### config.mk
export PLATFORM = sky130hd
export DESIGN_NAME = hazard_ctrl
export DESIGN_NICKNAME = d
export VERILOG_FILES = /design/src/rtl/hazard_ctrl_pkg.sv /design/src/rtl/hazard_ctrl_fwd_sel.sv /design/src/rtl/hazard_ctrl.sv
export SDC_FILE = /design/constraint.sdc
export NUM_CORES = 1
export LEC_CHECK = 0
export CAP_MARGIN = 10
export CORE_MARGIN = 1.5
export CORE_UTILIZATION = 29
export CTS_CLUSTER_SIZE = 8
export DETAILED_ROUTE_END_ITERATION = 6
export MAX_ROUTING_LAYER = met4
export SETUP_SLACK_MARGIN = 0.02
export SLEW_MARGIN = 20
export SYNTH_ARGS = -nofsm -noshare
export SYNTH_HDL_FRONTEND = slang
export SYNTH_SLANG_ARGS = --single-unit
### constraint.sdc
create_clock -name clk -period 2.6 [get_ports clk]
set_input_delay 0.52 -clock clk [delete_from_list [all_inputs] [get_ports clk]]
set_output_delay 0.52 -clock clk [all_outputs]
set_load 0.01 [all_outputs]
### src/rtl/hazard_ctrl_pkg.sv
// hazard_ctrl_pkg: shared widths, forwarding-select encodings and MDU latency defaults.
package hazard_ctrl_pkg;
  localparam int RW = 5;
  localparam int TW = 2;
  localparam int MULT_CYCLES_DEF = 5;
  localparam int DIV_CYCLES_DEF = 10;
  typedef enum logic [1:0] {
    FWD_RF = 2'd0,
    FWD_W  = 2'd1,
    FWD_M  = 2'd2,
    FWD_E  = 2'd3
  } fwd_e;
  function automatic logic [TW-1:0] sat_dec(input logic [TW-1:0] t);
    return (t == '0) ? '0 : t - TW'(1);
  endfunction
endpackage

### src/rtl/hazard_ctrl_fwd_sel.sv
// hazard_fwd_sel: picks the youngest ready producer (E > M > W) of a nonzero source register.
module hazard_fwd_sel
  import hazard_ctrl_pkg::*;
(
  input  logic [RW-1:0] a_i,
  input  logic [RW-1:0] a3_e_i,
  input  logic [TW-1:0] tnew_e_i,
  input  logic [RW-1:0] a3_m_i,
  input  logic [TW-1:0] tnew_m_i,
  input  logic [RW-1:0] a3_w_i,
  input  logic [TW-1:0] tnew_w_i,
  output logic [1:0]    sel_o
);
  logic hit_e, hit_m, hit_w;
  assign hit_e = (a_i != '0) && (a_i == a3_e_i) && (tnew_e_i == '0);
  assign hit_m = (a_i != '0) && (a_i == a3_m_i) && (tnew_m_i == '0);
  assign hit_w = (a_i != '0) && (a_i == a3_w_i) && (tnew_w_i == '0);
  assign sel_o = hit_e ? FWD_E : hit_m ? FWD_M : hit_w ? FWD_W : FWD_RF;
endmodule

### src/rtl/hazard_ctrl.sv
// hazard_ctrl: tracks in-flight destinations through E/M/W, drives D-stage stall,
// all forwarding selects and the MDU busy counter.
module hazard_ctrl
  import hazard_ctrl_pkg::*;
#(
  parameter int MULT_CYCLES = MULT_CYCLES_DEF,
  parameter int DIV_CYCLES  = DIV_CYCLES_DEF
) (
  input  logic          clk,
  input  logic          reset_n,
  input  logic [RW-1:0] A1_D,
  input  logic [TW-1:0] Tuse1_D,
  input  logic [RW-1:0] A2_D,
  input  logic [TW-1:0] Tuse2_D,
  input  logic [RW-1:0] A3_D,
  input  logic [TW-1:0] Tnew_D,
  input  logic          MDUreq_D,
  input  logic          mdu_start_E,
  input  logic          mdu_div_E,
  input  logic          flush,
  output logic          stall_D,
  output logic          mdu_busy,
  output logic [1:0]    fwd_rs_D,
  output logic [1:0]    fwd_rt_D,
  output logic [1:0]    fwd_rs_E,
  output logic [1:0]    fwd_rt_E,
  output logic [1:0]    fwd_rt_M
);
  localparam int MAXC = (MULT_CYCLES > DIV_CYCLES) ? MULT_CYCLES : DIV_CYCLES;
  localparam int CW = ($clog2(MAXC + 1) < 4) ? 4 : $clog2(MAXC + 1);
  logic [RW-1:0] a1_e_q, a2_e_q, a3_e_q, a2_m_q, a3_m_q, a3_w_q;
  logic [RW-1:0] a1_e_d, a2_e_d, a3_e_d, a2_m_d, a3_m_d, a3_w_d;
  logic [TW-1:0] tnew_e_q, tnew_m_q, tnew_e_d, tnew_m_d;
  logic [CW-1:0] cnt_q, cnt_d;
  logic          haz1, haz2, bub_e;
  assign haz1 = (A1_D != '0) && ((A1_D == a3_e_q && tnew_e_q > Tuse1_D) ||
                                 (A1_D == a3_m_q && tnew_m_q > Tuse1_D));
  assign haz2 = (A2_D != '0) && ((A2_D == a3_e_q && tnew_e_q > Tuse2_D) ||
                                 (A2_D == a3_m_q && tnew_m_q > Tuse2_D));
  assign mdu_busy = (cnt_q != '0);
  assign stall_D  = haz1 || haz2 || (MDUreq_D && (mdu_start_E || mdu_busy));
  assign bub_e    = flush || stall_D;
  always_comb begin
    a1_e_d   = bub_e ? '0 : A1_D;
    a2_e_d   = bub_e ? '0 : A2_D;
    a3_e_d   = bub_e ? '0 : A3_D;
    tnew_e_d = bub_e ? '0 : sat_dec(Tnew_D);
    a2_m_d   = flush ? '0 : a2_e_q;
    a3_m_d   = flush ? '0 : a3_e_q;
    tnew_m_d = flush ? '0 : sat_dec(tnew_e_q);
    a3_w_d   = flush ? '0 : a3_m_q;
    cnt_d    = mdu_start_E ? (mdu_div_E ? CW'(DIV_CYCLES) : CW'(MULT_CYCLES)) :
               (cnt_q != '0) ? cnt_q - CW'(1) : cnt_q;
  end
  always_ff @(posedge clk or negedge reset_n) begin
    if (!reset_n) begin
      a1_e_q   <= '0;
      a2_e_q   <= '0;
      a3_e_q   <= '0;
      tnew_e_q <= '0;
      a2_m_q   <= '0;
      a3_m_q   <= '0;
      tnew_m_q <= '0;
      a3_w_q   <= '0;
      cnt_q    <= '0;
    end else begin
      a1_e_q   <= a1_e_d;
      a2_e_q   <= a2_e_d;
      a3_e_q   <= a3_e_d;
      tnew_e_q <= tnew_e_d;
      a2_m_q   <= a2_m_d;
      a3_m_q   <= a3_m_d;
      tnew_m_q <= tnew_m_d;
      a3_w_q   <= a3_w_d;
      cnt_q    <= cnt_d;
    end
  end
  // W results are always ready; stages a select cannot source from are tied to $0.
  hazard_fwd_sel u_rs_d (
    .a_i(A1_D), .a3_e_i(a3_e_q), .tnew_e_i(tnew_e_q), .a3_m_i(a3_m_q), .tnew_m_i(tnew_m_q),
    .a3_w_i(a3_w_q), .tnew_w_i('0), .sel_o(fwd_rs_D)
  );
  hazard_fwd_sel u_rt_d (
    .a_i(A2_D), .a3_e_i(a3_e_q), .tnew_e_i(tnew_e_q), .a3_m_i(a3_m_q), .tnew_m_i(tnew_m_q),
    .a3_w_i(a3_w_q), .tnew_w_i('0), .sel_o(fwd_rt_D)
  );
  hazard_fwd_sel u_rs_e (
    .a_i(a1_e_q), .a3_e_i('0), .tnew_e_i('0), .a3_m_i(a3_m_q), .tnew_m_i(tnew_m_q),
    .a3_w_i(a3_w_q), .tnew_w_i('0), .sel_o(fwd_rs_E)
  );
  hazard_fwd_sel u_rt_e (
    .a_i(a2_e_q), .a3_e_i('0), .tnew_e_i('0), .a3_m_i(a3_m_q), .tnew_m_i(tnew_m_q),
    .a3_w_i(a3_w_q), .tnew_w_i('0), .sel_o(fwd_rt_E)
  );
  hazard_fwd_sel u_rt_m (
    .a_i(a2_m_q), .a3_e_i('0), .tnew_e_i('0), .a3_m_i('0), .tnew_m_i('0),
    .a3_w_i(a3_w_q), .tnew_w_i('0), .sel_o(fwd_rt_M)
  );
endmodule

==> impl_results.md, run 1 <==
* Outcome: complete, no violations
* Clock Latency Late Sink at 0.28 ns
* Final GP Congestion at 0.855
* Synth warn at 0
* Ports at 39
* Reg2reg path depth at 9
* ANT nets after route at 0
* Crit path launch type: flop
* Pin count of the biggest net entering global routing at 39
* Layout cells sized above 1 at 35.8%
* Fin. Hold Viols at 0
* Area delta synth->final at 40.9%
* Mean post-synth cell area at 10.3 um2
* Peak VDD IR at 0.367 mV
* Syn nets at 281
* Net count, final at 361
* Slew Limit Fails at 0
* Number of global-route vias before repair at 2128
* Clock Path Buffers at 2
* Via Count at 2029
* Height of the die at 95.9 um
* Critical path required time at 2.08 ns
* 1st-pass router iterations at 4
* Async SR Flop Fraction at 100%
* Vias/cell at 4.73
* Tmin final at 2.55 ns
* Post-synthesis register bit count at 38
* Synth top area share at 38.0%
* RR Endpoint: a1_e_q[0]
* Prevailing post-synth register cell: dfrtp_1
* Comb power frac at 29.1%
* WS Path Type: reg2out
* Fin Setup TNS at 0 ns
* Grt ovf at 0
* Final Core Density at 42.5%
* RSZ-0062 raised after global routing: yes
* Critical Path Fanout Max at 2
* Arr. time, crit path at 2.03 ns
* HPWL after DPL at 4790 um
* Relative slew slack at 42.0%
* Worst-Margin Slew at 0.870 ns
* Ant diodes at 0
* Adder-cell share of the synthesized area at 5.00%
* Sw frac at 29.9%
* FP Rows at 33
* Wire length per cell at 15.6 um
* Residual DRC count at 0
* Hold WS at 0.346 ns
* Root Buffer: clkbuf_8
* Final setup viols at 0
* Die W at 95.9 um
* Synth cell types at 39
* H-Tree Depth at 2
* Core Box Area at 0.00830 mm2
* Num CTS Buffers at 5
* Top cells by area, synth: dfrtp_1, xor2_1, xnor2_1
* Simple-Gate Fraction of Synth Area at 24.9%
* Clock skew at 0.00257 ns
* Cell count after synthesis at 244
* First-pass GRT wire length at 10700 um
* Max cap viols at 0
* Share of total power in sequential cells at 44.3%
* RR Startpoint: cnt_q[1]
* Routed wire length at 6710 um
* Mapped cell area at 0.00250 mm2
* Compound-cell area share of the yosys netlist at 7.00%
* Sequential cell area fraction in the yosys report at 38.0%
* Worst Hold Class: in2async
* Final worst-path cycle share at 97.9%
* Power density over cell area at 416 mW/mm2
* Pleak at 1.67 nW
* R2r setup slk at 0.52 ns
* Starting density of the core at 30.2%
* Switch Pwr at 0.000439 W
* GRT Resource Usage Total at 15.9%
* Clock network fraction of design power at 26.6%
* Area leader, netlist: dfrtp_1
* CTS tree: yes
* Int Pwr at 0.00103 W
* Initial antenna violation count at 0
* Xor-xnor portion of the synthesized cell area at 19.2%
* Die ar. at 0.00920 mm2
* Drt initial violations at 61
* Mux share of post-synthesis cell area at 0%
* Clock transition at path regs at 0.08 ns
* Crit. End Element: output port
* Max Fclk at 393 MHz
* PortBufs at 37
* Largest family of logic cells by synthesized area: simple AND/OR/NAND/NOR gates
* EDFF count, synth at 0
* CTS Hold Bufs at 0
* Clk sinks at 38
==> kinds of logic (layout without fill, tap and decap cells) <==
family / after synthesis / after routing
buffers and inverters: 31 / 111
DFF: 38 / 38
adders and majority gates: 10 / 10
xor gates and xnor gates: 55 / 55
and+or+nand+nor: 89 / 89
other: 1 / 1
AOI/OAI and AO/OA: 20 / 20
==> state kept, by name, summed over array words and instances (netlist names) <==
register / flops
a3_m_q: 5
cnt_q: 4
tnew_m_q: 2
a3_e_q: 5
a2_m_q: 5
tnew_e_q: 2
a3_w_q: 5
a2_e_q: 5
a1_e_q: 5
==> cells in the mapped netlist (4+ instances only) <==
cell and count:
dfrtp_1 38, xor2_1 35, nor2b_1 20, xnor2_1 20, inv_1 15, clkbuf_1 11, ha_1 10, nor2_1 9
nor3_1 9, a21oi_1 8, nor4_2 7, nor4b_1 7, nand4_1 6, nor4_1 5, nand2_1 4, or4_1 4
==> power by group through the flow <==
stage	Sequential [W]	Combinational [W]	Clock, W
detailed placement	0.000657	0.000369	0
CTS	0.000646	0.000388	0.000397
floorplan	0.000647	0.000193	0
global route	0.000653	0.000471	0.000423
finish	0.000650	0.000427	0.000390
global placement	0.000657	0.000361	0
==> per-layer routing <==
metal	wire (um)	vias to the layer above	GRT usage (%)
met5	0	-	-
met4	109	0	3.80
met3	263	11	3.48
met2	3450	47	27.2
met1	2890	981	19.2
li1	-	990	-
==> critical path, cell delays in order, from the launching register on <==
cell,delay (ns)
dfrtp_1,0.40
inv_2,0.09
ha_4,0.14
nor2b_4,0.14
nor2b_4,0.17
inv_2,0.06
o21ai_4,0.21
o311ai_4,0.14
or2_1,0.24
buf_2,0.14
==> timing repair <==
item / 4_1_cts / 5_1_grt
endpoints found under the setup margin: 9 / 9
pin swaps: 19 / 19
gates resized for setup: 64 / 26
setup buffers: 6 / 7
==> cells in the final DEF, fill, tap and decap left out, drive strengths merged, types with 5 or more instances in the layout <==
cell type      netlist  layout
xor2                35      35
dfrtp               38      38
ha                  10      10
a21oi                8       8
clkdlybuf4s50        0      13
nor4                12      12
nor2b               20      20
or4                  5       5
buf                  5      59
nor4b               10      10
nor3                 9       9
xnor2               20      20
clkbuf              11       7
nand4                6       6
inv                 15      15
nor2                10      10
dlygate4sd2          0      11
==> worst max-delay path by stage <==
stage / slack [ns] / startpoint / end / depth (start not counted)
final: 0.05 / cnt_q[1] / stall_D / 9
after global routing: -0.02 / cnt_q[1] / stall_D / 9
after CTS: 0.03 / a2_e_q[2] / fwd_rt_E[0] / 5
after detailed placement: -0.71 / A1_D[4] / fwd_rs_D[1] / 6
after global placement: -0.72 / A1_D[4] / fwd_rs_D[1] / 6
after floorplan: 0.29 / Tuse2_D[1] / stall_D / 5
==> cell type report <==
| class | count | area, um2 |
|---|---|---|
| repair buffers | 89 | 708 |
| flip-flops and latches | 38 | 953 |
| clock buffers | 5 | 68.8 |
| well taps | 105 | 131 |
| fillers | 818 | 4770 |
| clock inverters | 2 | 10.0 |
| multi-input cells | 175 | 1600 |
| inverters | 15 | 56.3 |
==> stage by stage <==
stage	worst slack, ns	cell area (um2)	std cells	power, W
floorplan	0.286	2500	244	0.000840
global placement	-0.718	3210	409	0.00102
detailed placement	-0.715	3210	409	0.00103
CTS	0.0302	3440	422	0.00143
global route	-0.0182	3530	429	0.00155
finish	0.0543	3530	429	0.00147
No activity file was read; power rests on OpenSTA's default activity.
==> inputs of run 2 (changes only) <==
- GPL_TIMING_DRIVEN: unset -> 0
==> run 2 against run 1 <==
The run now ends with setup timing left; cell count fell by 8.4%; via count is 8.6% lower; first-iteration DRC count grew 20%; largest cell class unchanged.
==> impl_results.md, run 2 (synthesized netlist as in run 1, its figures left out) <==
* Crit path depth at 7
* Die ar. at 0.00920 mm2
* FP Rows at 33
* Pin count of the biggest net entering global routing at 21
* Num CTS Buffers at 5
* Residual DRC count at 0
* Arr. time, crit path at 2.10 ns
* Buffer and inverter count on the worst path at 2
* Failing checks: setup timing
* Ant diodes at 0
* Root Buffer: clkbuf_8
* ANT nets after route at 0
* Initial antenna violation count at 0
* Die W at 95.9 um
* Clock Latency Late Sink at 0.30 ns
* Clock transition at path regs at 0.07 ns
* Pleak at 1.50 nW
* GRT Resource Usage Total at 14.7%
* Dpl cells at 387
* CP peak stage delay at 0.56 ns
* H-Tree Depth at 2
* Placement Setup Slack at -0.896 ns
* Hold WS at 0.177 ns
* Reg2reg path depth at 11
* Number of global-route vias before repair at 1916
* Wire length per cell at 15.7 um
* Layout cells sized above 1 at 31.9%
* Core Box Area at 0.00830 mm2
* First-pass GRT wire length at 9830 um
* 1st-pass router iterations at 5
* Area delta synth->final at 34.0%
* Final GP Congestion at 0.838
* Final worst-path cycle share at 101%
* HPWL after DPL at 4490 um
* Drt initial violations at 73
* Commonest non-fill, non-tap cell in the layout: xor2_1
* Outcome: complete, but fails checks
* PortBufs at 37
* RSZ-0062 raised after global routing: yes
* Final non-filler cell total at 393
* Height of the die at 95.9 um
* Worst Hold Class: in2async
* Critical path required time at 2.08 ns
* Commonest non-fill, non-tap cells in the layout: xor2_1, dfrtp_1, xnor2_1
* Max Fclk at 381 MHz
* WS Path Type: in2out
* Setup WS post-layout at -0.0237 ns
* Max cap viols at 0
* Fin area at 0.00336 mm2
* CTS tree: yes
* Crit-path cells: clkdlybuf4s15_2, or4_4, nor2_4, a211o_4, o41ai_4, or2_1, buf_2
* Routed wire length at 6170 um
* Fin. Hold Viols at 0
* Ports at 39
* Final setup viols at 1
* Crit path launch type: input pin
* Tmin final at 2.62 ns
* Starting density of the core at 30.2%
* Slew Limit Fails at 0
* Clock skew at 0.00449 ns
* Net count, final at 324
* Top delay family on crit path: simple AND/OR/NAND/NOR gates
* Via Count at 1854
* Clk sinks at 38
* Crit-path slowest cell: or4_4
* Fin Setup TNS at -0.0237 ns
* Clock Path Buffers at 2
* Vias/cell at 4.72
* Peak VDD IR at 0.229 mV
* Critical Path Fanout Max at 5
* Grt ovf at 0
* Power density over cell area at 483 mW/mm2
* Crit. End Element: output port
* Placement Cell Area at 0.00303 mm2
==> run 2: cell count changes in the layout (fill, tap and decap cells not counted), sizes merged, moves of 2 or more <==
cell | before | now
buf | 59 | 24
dlygate4sd2 | 11 | 2
clkdlybuf4s50 | 13 | 16
clkdlybuf4s15 | 2 | 4
bufinv | 0 | 2
==> run 2: repair_timing <==
| action | 4_1_cts | 5_1_grt |
|---|---|---|
| endpoints found under the setup margin | 9 | 10 |
| hold buffers | 0 | 0 |
| resized for setup | 72 | 41 |
| pin swaps | 8 | 12 |
| buffers inserted | 5 | 3 |
| hold endpoints to repair | 0 | 0 |
==> run 2: final cells by class <==
cell class	count	area [um2]
Timing Repair Buffer	46	408
Tap cell	105	131
Clock inverter	3	68.8
Fill cell	793	4940
Multi-Input combinational cell	175	1610
Inverter	15	56.3
Clock buffer	5	68.8
Sequential cell	38	960
Buffer	6	48.8
==> run 2: final timing paths <==
| path | endpoint | slack, ns | from |
|---|---|---|---|
| max in group asynchronous | a3_e_q[3] | 1.95 | reset_n |
| hold reg to reg | tnew_m_q[0] | 0.52 | tnew_e_q[0] |
| setup reg to reg | tnew_e_q[0] | 0.42 | cnt_q[1] |
| setup / recovery | stall_D | -0.02 | A2_D[1] |
| min in group clk | tnew_m_q[0] | 0.52 | tnew_e_q[0] |
| hold / removal | a2_m_q[4] | 0.18 | reset_n |
==> run 2: per-stage QoR <==
stage               util (%)  total power (W)
detailed placement      36.5         0.000985
finish                  40.4          0.00162
CTS                     38.8          0.00160
global placement        36.2         0.000973
floorplan                  -         0.000840
global route            40.4          0.00169
==> run 2: worst register-to-register path, delay by kind of cell (launching register included) <==
| family | cells | cell delay [ns] |
|---|---|---|
| compound gates | 2 | 0.32 |
| fa+ha+maj | 1 | 0.17 |
| buf+inv | 5 | 0.62 |
| flops | 1 | 0.40 |
| simple gates | 3 | 0.59 |
==> run 2: power by group <==
group | total [W] | switching, W | internal [W]
registers | 0.000657 | 0.0000387 | 0.000618
logic | 0.000356 | 0.000174 | 0.000182
clock network | 0.000607 | 0.000223 | 0.000384
total | 0.00162 | 0.000435 | 0.00119
==> run 2: per-layer routing <==
layer / track usage, % / part of all wire [%]
met4: 4.90 / 2.0
met3: 2.45 / 3.0
met2: 23.4 / 49
met5: - / 0
met1: 18.9 / 46
==> inputs of run 3 (changes only) <==
- CAP_MARGIN: 10 -> 20
==> results of run 3 <==
No change in the layout: final DEF, timing and power equal those of run 2.
